**config.mk**
```make
export PLATFORM = sky130hd
export DESIGN_NAME = fifo_ext
export DESIGN_NICKNAME = d
export VERILOG_FILES = /design/src/rtl/fifo_ext.sv
export SDC_FILE = /design/constraint.sdc
export NUM_CORES = 1
export LEC_CHECK = 0
export CAP_MARGIN = 10
export CORE_UTILIZATION = 45
export CTS_CLUSTER_SIZE = 20
export DETAILED_ROUTE_END_ITERATION = 12
export SKIP_CTS_REPAIR_TIMING = 1
export SYNTH_ARGS = -nofsm -noshare
export SYNTH_HDL_FRONTEND = slang
export SYNTH_SLANG_ARGS = --single-unit
export TNS_END_PERCENT = 1
```
**constraint.sdc**
```tcl
create_clock -name CLKip -period 2.9 [get_ports CLKip]
set_input_delay 0.29 -clock CLKip [delete_from_list [all_inputs] [get_ports CLKip]]
set_output_delay 0.29 -clock CLKip [all_outputs]
set_load 0.1 [all_outputs]
```
**src/rtl/fifo_ext.sv**
```systemverilog
// Synchronous FIFO with level, almost-full/empty flags and sticky overflow/underflow errors.
// Define FIFO_FWFT_EN for first-word-fall-through read data; default is a registered read.
module fifo_ext #(
  parameter int DATA_WIDTH    = 8,
  parameter int FIFO_DEPTH    = 16,
  parameter int AFULL_THRESH  = FIFO_DEPTH - 2,
  parameter int AEMPTY_THRESH = 1
) (
  input  logic                        CLKip,
  input  logic                        RSTi,
  input  logic                        WEi,
  input  logic [DATA_WIDTH-1:0]       DATAi,
  input  logic                        RDi,
  input  logic                        FLUSHi,
  input  logic                        CLRERRi,
  output logic [DATA_WIDTH-1:0]       DATAo,
  output logic                        FULLo,
  output logic                        EMPTYo,
  output logic                        AFULLo,
  output logic                        AEMPTYo,
  output logic [$clog2(FIFO_DEPTH):0] LEVELo,
  output logic                        OVFo,
  output logic                        UNFo
);

  localparam int PW = $clog2(FIFO_DEPTH);
  localparam int LW = PW + 1;
  localparam logic [PW-1:0] LAST_PTR = PW'(FIFO_DEPTH - 1);
  localparam logic [LW-1:0] FULL_LVL = LW'(FIFO_DEPTH);

  logic [DATA_WIDTH-1:0] mem_r [FIFO_DEPTH];
  logic [PW-1:0]         wr_ptr_r;
  logic [PW-1:0]         rd_ptr_r;
  logic [LW-1:0]         level_r;
  logic                  ovf_r;
  logic                  unf_r;

  logic                  full_s;
  logic                  empty_s;
  logic                  we_ok_s;
  logic                  rd_ok_s;
  logic                  ovf_set_s;
  logic                  unf_set_s;
  logic [PW-1:0]         wr_ptr_nxt_s;
  logic [PW-1:0]         rd_ptr_nxt_s;

  // Status decode, access qualification and pointer wrap.
  always_comb begin
    full_s       = (level_r == FULL_LVL);
    empty_s      = (level_r == {LW{1'b0}});
    we_ok_s      = WEi && !full_s && !FLUSHi;
    rd_ok_s      = RDi && !empty_s && !FLUSHi;
    ovf_set_s    = WEi && full_s && !FLUSHi;
    // A read on empty paired with a write is served by nothing but loses nothing either.
    unf_set_s    = RDi && empty_s && !WEi && !FLUSHi;
    wr_ptr_nxt_s = wr_ptr_r;
    rd_ptr_nxt_s = rd_ptr_r;
    if (wr_ptr_r == LAST_PTR) begin
      wr_ptr_nxt_s = {PW{1'b0}};
    end else begin
      wr_ptr_nxt_s = wr_ptr_r + PW'(1);
    end
    if (rd_ptr_r == LAST_PTR) begin
      rd_ptr_nxt_s = {PW{1'b0}};
    end else begin
      rd_ptr_nxt_s = rd_ptr_r + PW'(1);
    end
  end

  assign FULLo   = full_s;
  assign EMPTYo  = empty_s;
  assign LEVELo  = level_r;
  assign AFULLo  = (int'(level_r) >= AFULL_THRESH);
  assign AEMPTYo = (int'(level_r) <= AEMPTY_THRESH);
  assign OVFo    = ovf_r;
  assign UNFo    = unf_r;

  // Storage array; no write lands while reset is held.
  always_ff @(posedge CLKip) begin
    if (we_ok_s && !RSTi) begin
      mem_r[wr_ptr_r] <= DATAi;
    end
  end

  // Pointers and occupancy.
  always_ff @(posedge CLKip or posedge RSTi) begin
    if (RSTi) begin
      wr_ptr_r <= {PW{1'b0}};
      rd_ptr_r <= {PW{1'b0}};
      level_r  <= {LW{1'b0}};
    end else if (FLUSHi) begin
      wr_ptr_r <= {PW{1'b0}};
      rd_ptr_r <= {PW{1'b0}};
      level_r  <= {LW{1'b0}};
    end else begin
      if (we_ok_s) begin
        wr_ptr_r <= wr_ptr_nxt_s;
      end
      if (rd_ok_s) begin
        rd_ptr_r <= rd_ptr_nxt_s;
      end
      if (we_ok_s && !rd_ok_s) begin
        level_r <= level_r + LW'(1);
      end else if (rd_ok_s && !we_ok_s) begin
        level_r <= level_r - LW'(1);
      end
    end
  end

  // Sticky error flags; a new event outranks a clear, and flush freezes both.
  always_ff @(posedge CLKip or posedge RSTi) begin
    if (RSTi) begin
      ovf_r <= 1'b0;
      unf_r <= 1'b0;
    end else if (!FLUSHi) begin
      if (ovf_set_s) begin
        ovf_r <= 1'b1;
      end else if (CLRERRi) begin
        ovf_r <= 1'b0;
      end
      if (unf_set_s) begin
        unf_r <= 1'b1;
      end else if (CLRERRi) begin
        unf_r <= 1'b0;
      end
    end
  end

`ifdef FIFO_FWFT_EN
  assign DATAo = empty_s ? {DATA_WIDTH{1'b0}} : mem_r[rd_ptr_r];
`else
  logic [DATA_WIDTH-1:0] data_r;

  // Registered read port, loaded only by an accepted read.
  always_ff @(posedge CLKip or posedge RSTi) begin
    if (RSTi) begin
      data_r <= {DATA_WIDTH{1'b0}};
    end else if (rd_ok_s) begin
      data_r <= mem_r[rd_ptr_r];
    end
  end

  assign DATAo = data_r;
`endif

endmodule
```
# == Word level (Yosys, flattened, before mapping) ==
# Memories as Yosys holds them, arrays and structs flattened. A register that Yosys moved wholly into a read port is not among the register bits.
# Index checks and enable logic that the tools add are counted.
# totals
word_cells,57
output_inout_bits,19
reg_bits,15
in_bits,14
latch_bits,0
ram_bits,128
memories,1
mem_bits_ro,0
# classes
div,0
bitwise,1
n_reduce_logical,27
n_eq_ne,3
n_addsub,4
n_lt_le_gt_ge,2
muxes,14
shifts,0
multipliers,0
# mem_list
name,depth,width,read_ports,rd_clocked_by_memory_dff,write_ports,line_no,source
mem_r,16,8,1,1,1,31,logic [DATA_WIDTH-1:0] mem_r [FIFO_DEPTH];
# ops
op,n
4-bit 2-to-1 mux,6
5-bit 2-to-1 mux,3
1-bit logical AND,12
4-bit by 1-bit adder with 4-bit output (second input constant),2
4-bit == test (second input constant),2
2-bit nonzero test,4
1-bit zero test,7
5-bit by 1-bit adder with 5-bit output (second input constant),1
5-bit == test (second input constant),1
5-bit by 4-bit >= comparator with 1-bit output (second input constant),1
5-bit by 1-bit less-or-equal comparator with 1-bit output (second input constant),1
5-bit zero test,1
1-bit 2-to-1 mux,5
5-bit by 1-bit subtractor with 5-bit output (second input constant),1
2-bit AND reduction,2
3-bit nonzero test,1
1-bit NOT,1

# == Logic depth before layout (Yosys ltp) ==
# Gate-level depths: netlist (run 1).
# depth
ltp_word,9
mapped_depth,8
mapped_depth_nobuf,7

# == Worst setup path after synthesis (run 1) ==
# No wires, ideal clock.
# synth_timing
path_type,reg-to-output
start,"register level_r[0], in the netlist LEVELo[0]"
end,output AEMPTYo
t_required_ns,2.610
stages_incl_launch_ff,4
arrival_time_ns,4.120
setup_slack_ns,-1.510
path_buffers,0
path_cell_list,dfrtp_1 > ha_1 > a21oi_1 > nor4_1
# synth_via
elab_chain_cells,1
# synth_lines
element,line_no,source
from (decl),34,logic [LW-1:0] level_r;
from (signal assigned),90,level_r <= {LW{1'b0}};
from (signal assigned),94,level_r <= {LW{1'b0}};
from (signal assigned),103,level_r <= level_r + LW'(1);
5-bit by 1-bit less-or-equal comparator with 1-bit output,74,assign AEMPTYo = (int'(level_r) <= AEMPTY_THRESH);
to (decl),20,"output logic AEMPTYo,"
# No other way between the ends.

# == Worst setup path after layout (run 1) ==
# layout_timing
start,"register level_r[1], in the netlist LEVELo[1]"
end,memory mem_r[4][6] (enable)
# layout_via
elab_chain_cells,7
# layout_lines
element,line_no,source
5-bit == test,49,full_s = (level_r == FULL_LVL);
1-bit zero test,51,we_ok_s = WEi && !full_s && !FLUSHi;
1-bit logical AND (2 in a row),51,
1-bit logical AND,80,if (we_ok_s && !RSTi) begin
1-bit 2-to-1 mux,80,
1-bit 2-to-1 mux (not written as such),81,mem_r[wr_ptr_r] <= DATAi;
to (decl),31,
# No other way between the ends.

==> results of run 1 <==
## where the power goes
group	total, mW	switching [mW]	leakage [nW]	internal [mW]
combinational	2.18	1.54	0.817	0.641
clock	1.92	0.789	0.238	1.13
sequential	2.66	0.174	1.45	2.49
total	6.76	2.50	2.50	4.26
## final cells by class
type / count / area [um2]
fill: 1093 / 6010
sequential: 151 / 4430
multi-input combinational: 184 / 1790
clock buffer: 28 / 487
timing repair buffer: 49 / 438
tap: 176 / 220
inverter: 9 / 50.0
clock inverter: 4 / 22.5
## path summary, 6_finish.rpt
path | slack [ns] | cells past startpoint | to
max in group asynchronous | 2.06 | 3 | DATAo[7]
worst max-delay path | 0.44 | 7 | mem_r[4][6]
min in group CLKip | 0.49 | 1 | UNFo
worst max register to register | 0.44 | 7 | mem_r[4][6]
worst min-delay path | 0.27 | 2 | LEVELo[2]
worst min register to register | 0.49 | 1 | UNFo
## metal layers
layer  vias up  routed length [um]  track usage [%]  part of all wire, %
met1      1734                5790             26.5                   45
met2        80                6110             30.0                   48
li1       1542                   -                -                    -
met4         0                 343             9.34                  2.7
met5         -                   0                0                    0
met3        24                 503             5.00                  3.9
## through the flow
step | worst slack, ns | power [mW] | area, um2
final | 0.441 | 6.76 | 7440
after global routing | 0.167 | 7.03 | 7440
after CTS | 0.390 | 6.81 | 7440
after detailed placement | 0.414 | 4.90 | 6930
after global placement | 0.532 | 4.89 | 6930
after floorplan | -0.0667 | 4.41 | 6370
## flip-flops by register name, summed over array words and instances (netlist names)
name and flops:
OVFo 1, wr_ptr_r 4, UNFo 1, LEVELo 5, mem_r 128, DATAo 8, rd_ptr_r 4
## worst max-delay path, stage by stage (launching register included)
cell                         delay [ns]
sky130_fd_sc_hd__dfrtp_4           0.45
sky130_fd_sc_hd__inv_1             0.10
sky130_fd_sc_hd__ha_1              0.21
sky130_fd_sc_hd__nand4bb_2         0.20
sky130_fd_sc_hd__clkinvlp_4        0.15
sky130_fd_sc_hd__nor3_2            0.31
sky130_fd_sc_hd__nand2_1           0.24
sky130_fd_sc_hd__nor2_2            0.44
## Yosys cell counts (3+ instances only)
library cell and instances:
sky130_fd_sc_hd__edfxtp_1 128, sky130_fd_sc_hd__mux4_2 31, sky130_fd_sc_hd__nand2_1 26, sky130_fd_sc_hd__dfrtp_1 23
sky130_fd_sc_hd__nor2_1 18, sky130_fd_sc_hd__ha_1 10, sky130_fd_sc_hd__a21oi_1 9, sky130_fd_sc_hd__buf_2 9
sky130_fd_sc_hd__inv_1 8, sky130_fd_sc_hd__mux2i_1 8, sky130_fd_sc_hd__nand3_1 8, sky130_fd_sc_hd__a22oi_1 7
sky130_fd_sc_hd__o211ai_1 7, sky130_fd_sc_hd__nor3_1 6, sky130_fd_sc_hd__clkbuf_1 5, sky130_fd_sc_hd__nand2b_1 5
sky130_fd_sc_hd__o21ai_0 4, sky130_fd_sc_hd__a311oi_1 3, sky130_fd_sc_hd__buf_1 3, sky130_fd_sc_hd__nor4_1 3
## logic make-up (layout without fill, tap and decap cells)
family                   Yosys count  count (layout)
multiplexers                      40              40
AND/OR/NAND/NOR                   84              84
buffers and inverters             28              90
AO/OA/AOI/OAI                     47              47
XOR/XNOR                           3               3
adder cells (fa/ha/maj)           10              10
flip-flops                       151             151
==> impl_metrics.sql, run 1 <==
INSERT INTO impl_metrics (metric_group, metric, value, unit) VALUES
('outcome', 'status', 'finished, final reports clean', ''),
('placed_design', 'hpwl', '8370', 'um'),
('sta', 'maxClockFrequency', '407', 'MHz'),
('floorplan', 'pin_count', '33', ''),
('detailed_routing', 'drt-vias-per-instance', '5.62', ''),
('detailed_routing', 'dr.first_iter.drc_count', '202', ''),
('global_route', 'initial_antenna_violation_count', '0', ''),
('cells_and_area', 'antenna_cells', '0', ''),
('critical_path', 'crit_fanout', '9', ''),
('sta', 'worst_pin_slew', '0.940', 'ns'),
('yosys', 'synth_adder_area_share', '1.98', '%'),
('power_and_ir_drop', 'vdd_drop_max', '0.000505', 'V'),
('placed_design', 'placed_insts', '569', ''),
('yosys', 'mappedNetlistNets', '387', ''),
('floorplan', 'rows', '42', ''),
('detailed_routing', 'drt-wirelength-per-cell', '21.2', 'um'),
('placed_design', 'gpl.final_weighted_congestion', '0.795', ''),
('sta', 'finalSetupViolations', '0', ''),
('clock_tree', 'number_of_cts_inserted_buffers', '17', ''),
('global_route', 'number_of_global_route_vias_before_repair', '3537', ''),
('yosys', 'synth.area.top_cells', 'sky130_fd_sc_hd__edfxtp_1 61%, sky130_fd_sc_hd__mux4_2 11%, sky130_fd_sc_hd__dfrtp_1 9.1%', ''),
('yosys', 'post_synthesis_share_of_cell_area_spent_on_and_or_nand_and_nor_gates', '7.08', '%'),
('yosys', 'post_synthesis_area_per_instance', '17.4', 'um2'),
('cells_and_area', 'final_cell_mix', '128 x sky130_fd_sc_hd__edfxtp_1, 33 x sky130_fd_sc_hd__buf_4, 31 x sky130_fd_sc_hd__mux4_2', ''),
('clock_tree', 'cts.clk_slew.worst_paths', '0.05', 'ns'),
('yosys', 'synth_area', '6310', 'um2'),
('cells_and_area', 'final_core_util', '55.3', '%'),
('power_and_ir_drop', 'power_per_cell_area', '909', 'nW/um2'),
('sta', 'finalHoldWorstSlack', '0.266', 'ns'),
('clock_tree', 'clock-sinks', '151', ''),
('global_route', 'grt_util_all_layers', '19.7', '%'),
('cells_and_area', 'drive_above_1_share', '26.8', '%'),
('yosys', 'synth.yosys.warnings', '0', ''),
('global_route', 'grt.overflow.total', '0', ''),
('worst_hold_path', 'min_path_type', 'in -> async', ''),
('detailed_routing', 'routed_wl', '12700', 'um'),
('yosys', 'ys_seq_elements', '151', ''),
('yosys', 'synth_mux_area_share', '12.5', '%'),
('critical_path', 'regToRegStartpoint', 'LEVELo[1]', ''),
('sta', 'final_hold_viol_count', '0', ''),
('floorplan', 'dieArea', '14500', 'um2'),
('floorplan', 'floorplan.die.height', '120', 'um'),
('yosys', 'post_synth_xor_xnor_area', '0.635', '%'),
('yosys', 'number_of_cells_produced_by_synthesis', '363', ''),
('floorplan', 'design.core.area', '13500', 'um2'),
('clock_tree', 'insertion_delay', '0.43', 'ns'),
('sta', 'fin_skew', '0.00790', 'ns'),
('critical_path', 'setup.worst_path.start_class', 'flop', ''),
('sta', 'slew_headroom', '37.3', '%'),
('detailed_routing', 'drcViolationCount', '0', ''),
('global_route', 'grt_start_max_net_pins', '37', ''),
('critical_path', 'critPathKind', 'reg -> reg', ''),
('yosys', 'synth_async_sr_flop_share', '15.2', '%'),
('cells_and_area', 'stdcell_count', '601', ''),
('yosys', 'post_synth_num_cell_types', '53', ''),
('critical_path', 'worst_setup_path_startpoint', 'LEVELo[1]', ''),
('critical_path', 'end_kind', 'flop', ''),
('cells_and_area', 'nets', '436', ''),
('cells_and_area', 'final_common_cell', 'sky130_fd_sc_hd__edfxtp_1', ''),
('clock_tree', 'cts_root_buffer', 'sky130_fd_sc_hd__clkbuf_16', ''),
('critical_path', 'timing.critical_path.required', '2.96', 'ns'),
('sta', 'min_period', '2.46', 'ns'),
('yosys', 'dominantRegCellSynth', 'sky130_fd_sc_hd__edfxtp_1', ''),
('placed_design', 'buffers_added_on_ports', '32', ''),
('floorplan', 'die_width', '120', 'um'),
('clock_tree', 'cts_max_level', '4', ''),
('power_and_ir_drop', 'p_leak', '2.50', 'nW'),
('global_route', 'wire_length_of_the_first_global_routing_pass', '20200', 'um'),
('yosys', 'synth_largest_type_area_fraction', '60.9', '%'),
('clock_tree', 'cts-root-to-sink-buffers', '2', ''),
('clock_tree', 'tritoncts', 'yes', '');
Power figures use the tool's default switching activity.
==> run 2: changes to the inputs <==
Clock period 2.9 ns to 2.55 ns, I/O delays scaled along.
==> impl_metrics.sql, run 2 (synthesis gave the netlist of run 1 again) <==
INSERT INTO impl_metrics (metric_group, metric, value, unit) VALUES
('clock_tree', 'tritoncts', 'yes', ''),
('cells_and_area', 'drive_above_1_share', '33.0', '%'),
('critical_path', 'critPathKind', 'reg -> out', ''),
('critical_path', 'r2r.worst_path.cells', '7', ''),
('power_and_ir_drop', 'sequentialPowerShare', '35.7', '%'),
('cells_and_area', 'final_core_util', '57.6', '%'),
('cells_and_area', 'stdcell_count', '615', ''),
('critical_path', 'worst_setup_path_startpoint', 'LEVELo[1]', ''),
('detailed_routing', 'routed_wl', '13400', 'um'),
('outcome', 'status', 'finished, final reports clean', ''),
('detailed_routing', 'dr.first_iter.drc_count', '367', ''),
('clock_tree', 'cts.clk_slew.worst_paths', '0.06', 'ns'),
('sta', 'min_period', '2.43', 'ns'),
('cells_and_area', 'largest_register_ff_count', '128', ''),
('power_and_ir_drop', 'vdd_drop_max', '0.000543', 'V'),
('critical_path', 'worst-path-buf-inv', '3', ''),
('clock_tree', 'cts-root-to-sink-buffers', '2', ''),
('sta', 'final_hold_viol_count', '0', ''),
('global_route', 'grt.overflow.total', '0', ''),
('detailed_routing', 'drtAntennaViolNets', '0', ''),
('placed_design', 'dp_area', '7080', 'um2'),
('cells_and_area', 'final_cell_mix', '128 x sky130_fd_sc_hd__edfxtp_1, 46 x sky130_fd_sc_hd__buf_4, 31 x sky130_fd_sc_hd__mux4_2', ''),
('floorplan', 'dieArea', '14500', 'um2'),
('placed_design', 'buffers_added_on_ports', '32', ''),
('sta', 'slew_viol_final', '0', ''),
('global_route', 'grt_start_max_net_pins', '38', ''),
('placed_design', 'hpwl', '8930', 'um'),
('clock_tree', 'insertion_delay', '0.42', 'ns'),
('detailed_routing', 'drcViolationCount', '0', ''),
('sta', 'worst_pin_slew', '0.618', 'ns'),
('power_and_ir_drop', 'p_leak', '2.64', 'nW'),
('critical_path', 'crit_chain', 'inv_1, ha_1, or4b_4, clkinv_8, buf_12', ''),
('critical_path', 'slowest_delay', '0.59', 'ns'),
('global_route', 'grt_util_all_layers', '20.8', '%'),
('critical_path', 'regToRegStartpoint', 'LEVELo[1]', ''),
('floorplan', 'pin_count', '33', ''),
('critical_path', 'cp.depth', '5', ''),
('job', 'max_cap_violations', '0', ''),
('global_route', 'initial_antenna_violation_count', '0', ''),
('power_and_ir_drop', 'sw_frac_of_total', '34.9', '%'),
('power_and_ir_drop', 'combPwrFrac', '32.0', '%'),
('power_and_ir_drop', 'power_per_cell_area', '1070', 'nW/um2'),
('cells_and_area', 'num-fill-cells', '1076', ''),
('sta', 'maxClockFrequency', '412', 'MHz'),
('detailed_routing', 'drt-vias-per-instance', '5.62', ''),
('critical_path', 'crit_arrival', '2.17', 'ns'),
('cells_and_area', 'final_common_cell', 'sky130_fd_sc_hd__edfxtp_1', ''),
('sta', 'fin_skew', '0.00697', 'ns'),
('sta', 'min_period_over_period', '95.1', '%'),
('floorplan', 'die_width', '120', 'um'),
('power_and_ir_drop', 'clock_power_share', '32.3', '%'),
('detailed_routing', 'detail_route.first_pass.iterations', '7', ''),
('worst_hold_path', 'min_path_type', 'in -> async', ''),
('placed_design', 'placed_insts', '582', ''),
('detailed_routing', 'drt-wirelength-per-cell', '21.9', 'um'),
('cells_and_area', 'registers.top_by_ff_count', 'mem_r', ''),
('floorplan', 'initial_cell_density_of_the_core', '46.9', '%'),
('power_and_ir_drop', 'netSwitchingPower', '2.90', 'mW'),
('power_and_ir_drop', 'power.total', '8.30', 'mW'),
('sta', 'slew_headroom', '58.7', '%'),
('clock_tree', 'clock-sinks', '151', ''),
('sta', 'rsz0062_at_grt', 'false', ''),
('detailed_routing', 'vias', '3455', ''),
('power_and_ir_drop', 'cellInternalPower', '5.40', 'mW'),
('critical_path', 'setup.worst_path.start_class', 'flop', ''),
('floorplan', 'floorplan.die.height', '120', 'um'),
('critical_path', 'timing.critical_path.required', '2.30', 'ns'),
('floorplan', 'design.core.area', '13500', 'um2'),
('clock_tree', 'number_of_cts_inserted_buffers', '17', ''),
('global_route', 'number_of_global_route_vias_before_repair', '3656', ''),
('cells_and_area', 'design_area', '7750', 'um2'),
('cells_and_area', 'nets', '450', ''),
('critical_path', 'crit_fanout', '9', ''),
('global_route', 'wire_length_of_the_first_global_routing_pass', '21500', 'um'),
('sta', 'finalSetupViolations', '0', ''),
('clock_tree', 'cts_max_level', '4', ''),
('clock_tree', 'cts_root_buffer', 'sky130_fd_sc_hd__clkbuf_16', ''),
('critical_path', 'critPathSlowestCell', 'sky130_fd_sc_hd__or4b_4', ''),
('cells_and_area', 'antenna_cells', '0', ''),
('critical_path', 'end_kind', 'output port', ''),
('floorplan', 'rows', '42', ''),
('placed_design', 'gpl.final_weighted_congestion', '0.828', ''),
('cells_and_area', 'area_growth_syn_to_layout', '22.8', '%'),
('critical_path', 'cell_type_group_with_the_largest_total_delay_on_the_critical_path', 'simple AND/OR/NAND/NOR gates', '');
==> run 2: changes by cell type in the layout (fill, tap and decap cells not counted), sizes merged <==
cell,delta
clkinvlp,-2
clkbuf,-3
clkinv,+1
buf,+14
bufinv,+4
==> run 2: final timing paths <==
check	end	slack, ns
setup / recovery	EMPTYo	0.12
hold / removal	DATAo[2]	0.28
setup reg to reg	mem_r[2][3]	0.25
hold reg to reg	DATAo[6]	0.49
max in group asynchronous	LEVELo[1]	1.68
min in group CLKip	DATAo[6]	0.49
==> run 2: final cells by class <==
type	instances	area [um2]	share of cell area, %
multi-input cells	184	1850	23.8
clock buffers	25	505	6.52
repair buffers	63	556	7.17
inverters	9	50.0	0.646
flip-flops and latches	151	4430	57.2
well taps	176	220	2.84
clock inverters	7	139	1.79
==> run 2: stage by stage <==
step	setup TNS [ns]	setup WS, ns	hold WS (ns)
floorplan	-44.21	-0.360	0.257
global placement	0	0.218	0.466
detailed placement	0	0.155	0.479
CTS	0	0.115	0.258
global route	0	0.0510	0.334
finish	0	0.125	0.279
==> run 2: power groups by stage <==
| stage | logic (mW) | clock network (mW) | registers (mW) |
|---|---|---|---|
| after floorplan | 1.31 | 0 | 3.73 |
| after global placement | 2.65 | 0 | 3.01 |
| after detailed placement | 2.67 | 0 | 3.01 |
| after CTS | 2.67 | 2.73 | 2.96 |
| after global routing | 2.79 | 2.84 | 2.98 |
| final | 2.65 | 2.68 | 2.96 |
==> run 2: routing by layer <==
| layer | wire (um) | share of wire (%) | global-route usage [%] | vias up |
|---|---|---|---|---|
| met5 | 0 | 0 | 0 | - |
| met2 | 6500 | 48 | 32.4 | 100 |
| met1 | 5960 | 44 | 29.0 | 1765 |
| met4 | 123 | 0.91 | 7.02 | 0 |
| li1 | - | - | - | 1580 |
| met3 | 857 | 6.4 | 4.48 | 10 |
==> run 3: changes to the inputs <==
Settings changed: SKIP_LAST_GASP set to 1, SLEW_MARGIN set to 20.
==> impl_metrics.sql, run 3 (synthesis gave the netlist of run 1 again) <==
INSERT INTO impl_metrics (metric_group, metric, value, unit) VALUES
('outcome', 'status', 'finished, final reports clean', ''),
('detailed_routing', 'drtAntennaViolNets', '0', ''),
('detailed_routing', 'drt-wirelength-per-cell', '22.1', 'um'),
('placed_design', 'hpwl', '8930', 'um'),
('cells_and_area', 'largest_register_ff_count', '128', ''),
('power_and_ir_drop', 'p_leak', '2.64', 'nW'),
('clock_tree', 'cts.clk_slew.worst_paths', '0.06', 'ns'),
('cells_and_area', 'registers.top_by_ff_count', 'mem_r', ''),
('sta', 'fin_ws', '0.124', 'ns'),
('floorplan', 'dieArea', '14500', 'um2'),
('worst_hold_path', 'min_path_type', 'in -> async', ''),
('sta', 'final_hold_viol_count', '0', ''),
('clock_tree', 'clock-sinks', '151', ''),
('cells_and_area', 'drive_above_1_share', '33.0', '%'),
('detailed_routing', 'routed_wl', '13600', 'um'),
('critical_path', 'reg2reg_setup_slack', '0.14', 'ns'),
('sta', 'slew_headroom', '60.1', '%'),
('sta', 'rsz0062_at_grt', 'true', ''),
('sta', 'maxClockFrequency', '412', 'MHz'),
('floorplan', 'initial_cell_density_of_the_core', '46.9', '%'),
('clock_tree', 'tritoncts', 'yes', ''),
('global_route', 'grt_util_all_layers', '20.8', '%'),
('placed_design', 'dp_area', '7080', 'um2'),
('global_route', 'number_of_global_route_vias_before_repair', '3656', ''),
('global_route', 'wire_length_of_the_first_global_routing_pass', '21500', 'um'),
('job', 'max_cap_violations', '0', ''),
('cells_and_area', 'area_growth_syn_to_layout', '22.7', '%'),
('detailed_routing', 'dr.first_iter.drc_count', '365', ''),
('floorplan', 'pin_count', '33', ''),
('placed_design', 'buffers_added_on_ports', '32', ''),
('cells_and_area', 'design_area', '7740', 'um2'),
('cells_and_area', 'num-fill-cells', '1076', ''),
('cells_and_area', 'final_common_cell', 'sky130_fd_sc_hd__edfxtp_1', ''),
('global_route', 'grt_start_max_net_pins', '38', ''),
('detailed_routing', 'detail_route.first_pass.iterations', '5', ''),
('critical_path', 'end_kind', 'output port', ''),
('sta', 'min_period_over_period', '95.1', '%'),
('clock_tree', 'cts_max_level', '4', ''),
('critical_path', 'crit_arrival', '2.17', 'ns'),
('cells_and_area', 'antenna_cells', '0', ''),
('floorplan', 'floorplan.die.height', '120', 'um'),
('power_and_ir_drop', 'power.total', '8.30', 'mW'),
('sta', 'finalSetupViolations', '0', ''),
('sta', 'fin_skew', '0.0150', 'ns'),
('critical_path', 'critPathKind', 'reg -> out', ''),
('floorplan', 'die_width', '120', 'um'),
('clock_tree', 'insertion_delay', '0.42', 'ns'),
('global_route', 'initial_antenna_violation_count', '0', ''),
('floorplan', 'design.core.area', '13500', 'um2'),
('clock_tree', 'cts-root-to-sink-buffers', '2', ''),
('critical_path', 'crit_fanout', '9', ''),
('detailed_routing', 'drcViolationCount', '0', ''),
('clock_tree', 'cts_root_buffer', 'sky130_fd_sc_hd__clkbuf_16', ''),
('placed_design', 'gpl.final_weighted_congestion', '0.828', ''),
('power_and_ir_drop', 'vdd_drop_max', '0.000541', 'V'),
('sta', 'slew_viol_final', '0', ''),
('sta', 'worst_pin_slew', '0.597', 'ns'),
('detailed_routing', 'vias', '3547', ''),
('critical_path', 'timing.critical_path.required', '2.30', 'ns'),
('cells_and_area', 'final_core_util', '57.6', '%'),
('critical_path', 'setup.worst_path.start_class', 'flop', ''),
('sta', 'min_period', '2.43', 'ns'),
('clock_tree', 'number_of_cts_inserted_buffers', '17', ''),
('floorplan', 'rows', '42', ''),
('power_and_ir_drop', 'power_per_cell_area', '1070', 'nW/um2'),
('cells_and_area', 'final_cell_mix', '128 x sky130_fd_sc_hd__edfxtp_1, 46 x sky130_fd_sc_hd__buf_4, 31 x sky130_fd_sc_hd__mux4_2', ''),
('detailed_routing', 'drt-vias-per-instance', '5.77', ''),
('placed_design', 'place_ws', '0.155', 'ns'),
('cells_and_area', 'nets', '450', ''),
('global_route', 'grt.overflow.total', '0', '');
[run 3: cell type report]
| cell class | instances | area (um2) | area share, % |
|---|---|---|---|
| Sequential cell | 151 | 4430 | 57.2 |
| Multi-Input combinational cell | 184 | 1840 | 23.8 |
| Timing Repair Buffer | 63 | 556 | 7.18 |
| Clock buffer | 25 | 505 | 6.53 |
| Tap cell | 176 | 220 | 2.84 |
| Clock inverter | 7 | 139 | 1.79 |
| Inverter | 9 | 50.0 | 0.646 |
[run 3: metrics by stage]
step / setup TNS, ns / hold WS (ns) / cells
after floorplan: -44.21 / 0.257 / 363
after global placement: 0 / 0.466 / 582
after detailed placement: 0 / 0.479 / 582
after CTS: 0 / 0.258 / 614
after global routing: -0.0119 / 0.296 / 615
final: 0 / 0.240 / 615
[run 3: final timing paths]
check                      startpoint           to  depth (start not counted)
setup reg to reg            LEVELo[1]  mem_r[2][6]                          7
min in group CLKip            CLRERRi         UNFo                          3
setup / recovery            LEVELo[1]       EMPTYo                          5
hold / removal                   RSTi  wr_ptr_r[3]                          2
max in group asynchronous        RSTi    LEVELo[1]                          3
hold reg to reg              DATAo[6]     DATAo[6]                          2
[run 3: metal layers]
metal  global-route usage, %  routed length [um]  part of all wire (%)
met5                       0                   0                     0
met4                    7.02                 139                   1.0
met3                    4.48                 743                   5.5
met2                    32.4                6610                    49
met1                    29.0                6080                    45
[run 3: worst max-delay path: stages (launching register included)]
cell and delay, ns:
sky130_fd_sc_hd__dfrtp_4 0.52, sky130_fd_sc_hd__inv_1 0.16, sky130_fd_sc_hd__ha_1 0.20, sky130_fd_sc_hd__or4b_4 0.59
sky130_fd_sc_hd__clkinv_8 0.11, sky130_fd_sc_hd__buf_12 0.17
[run 3: report_power, final]
part           switching [mW]  internal [mW]  total [mW]
Combinational            1.86          0.799        2.66
Sequential              0.128           2.83        2.96
Clock                   0.917           1.77        2.68
Total                    2.90           5.40        8.30
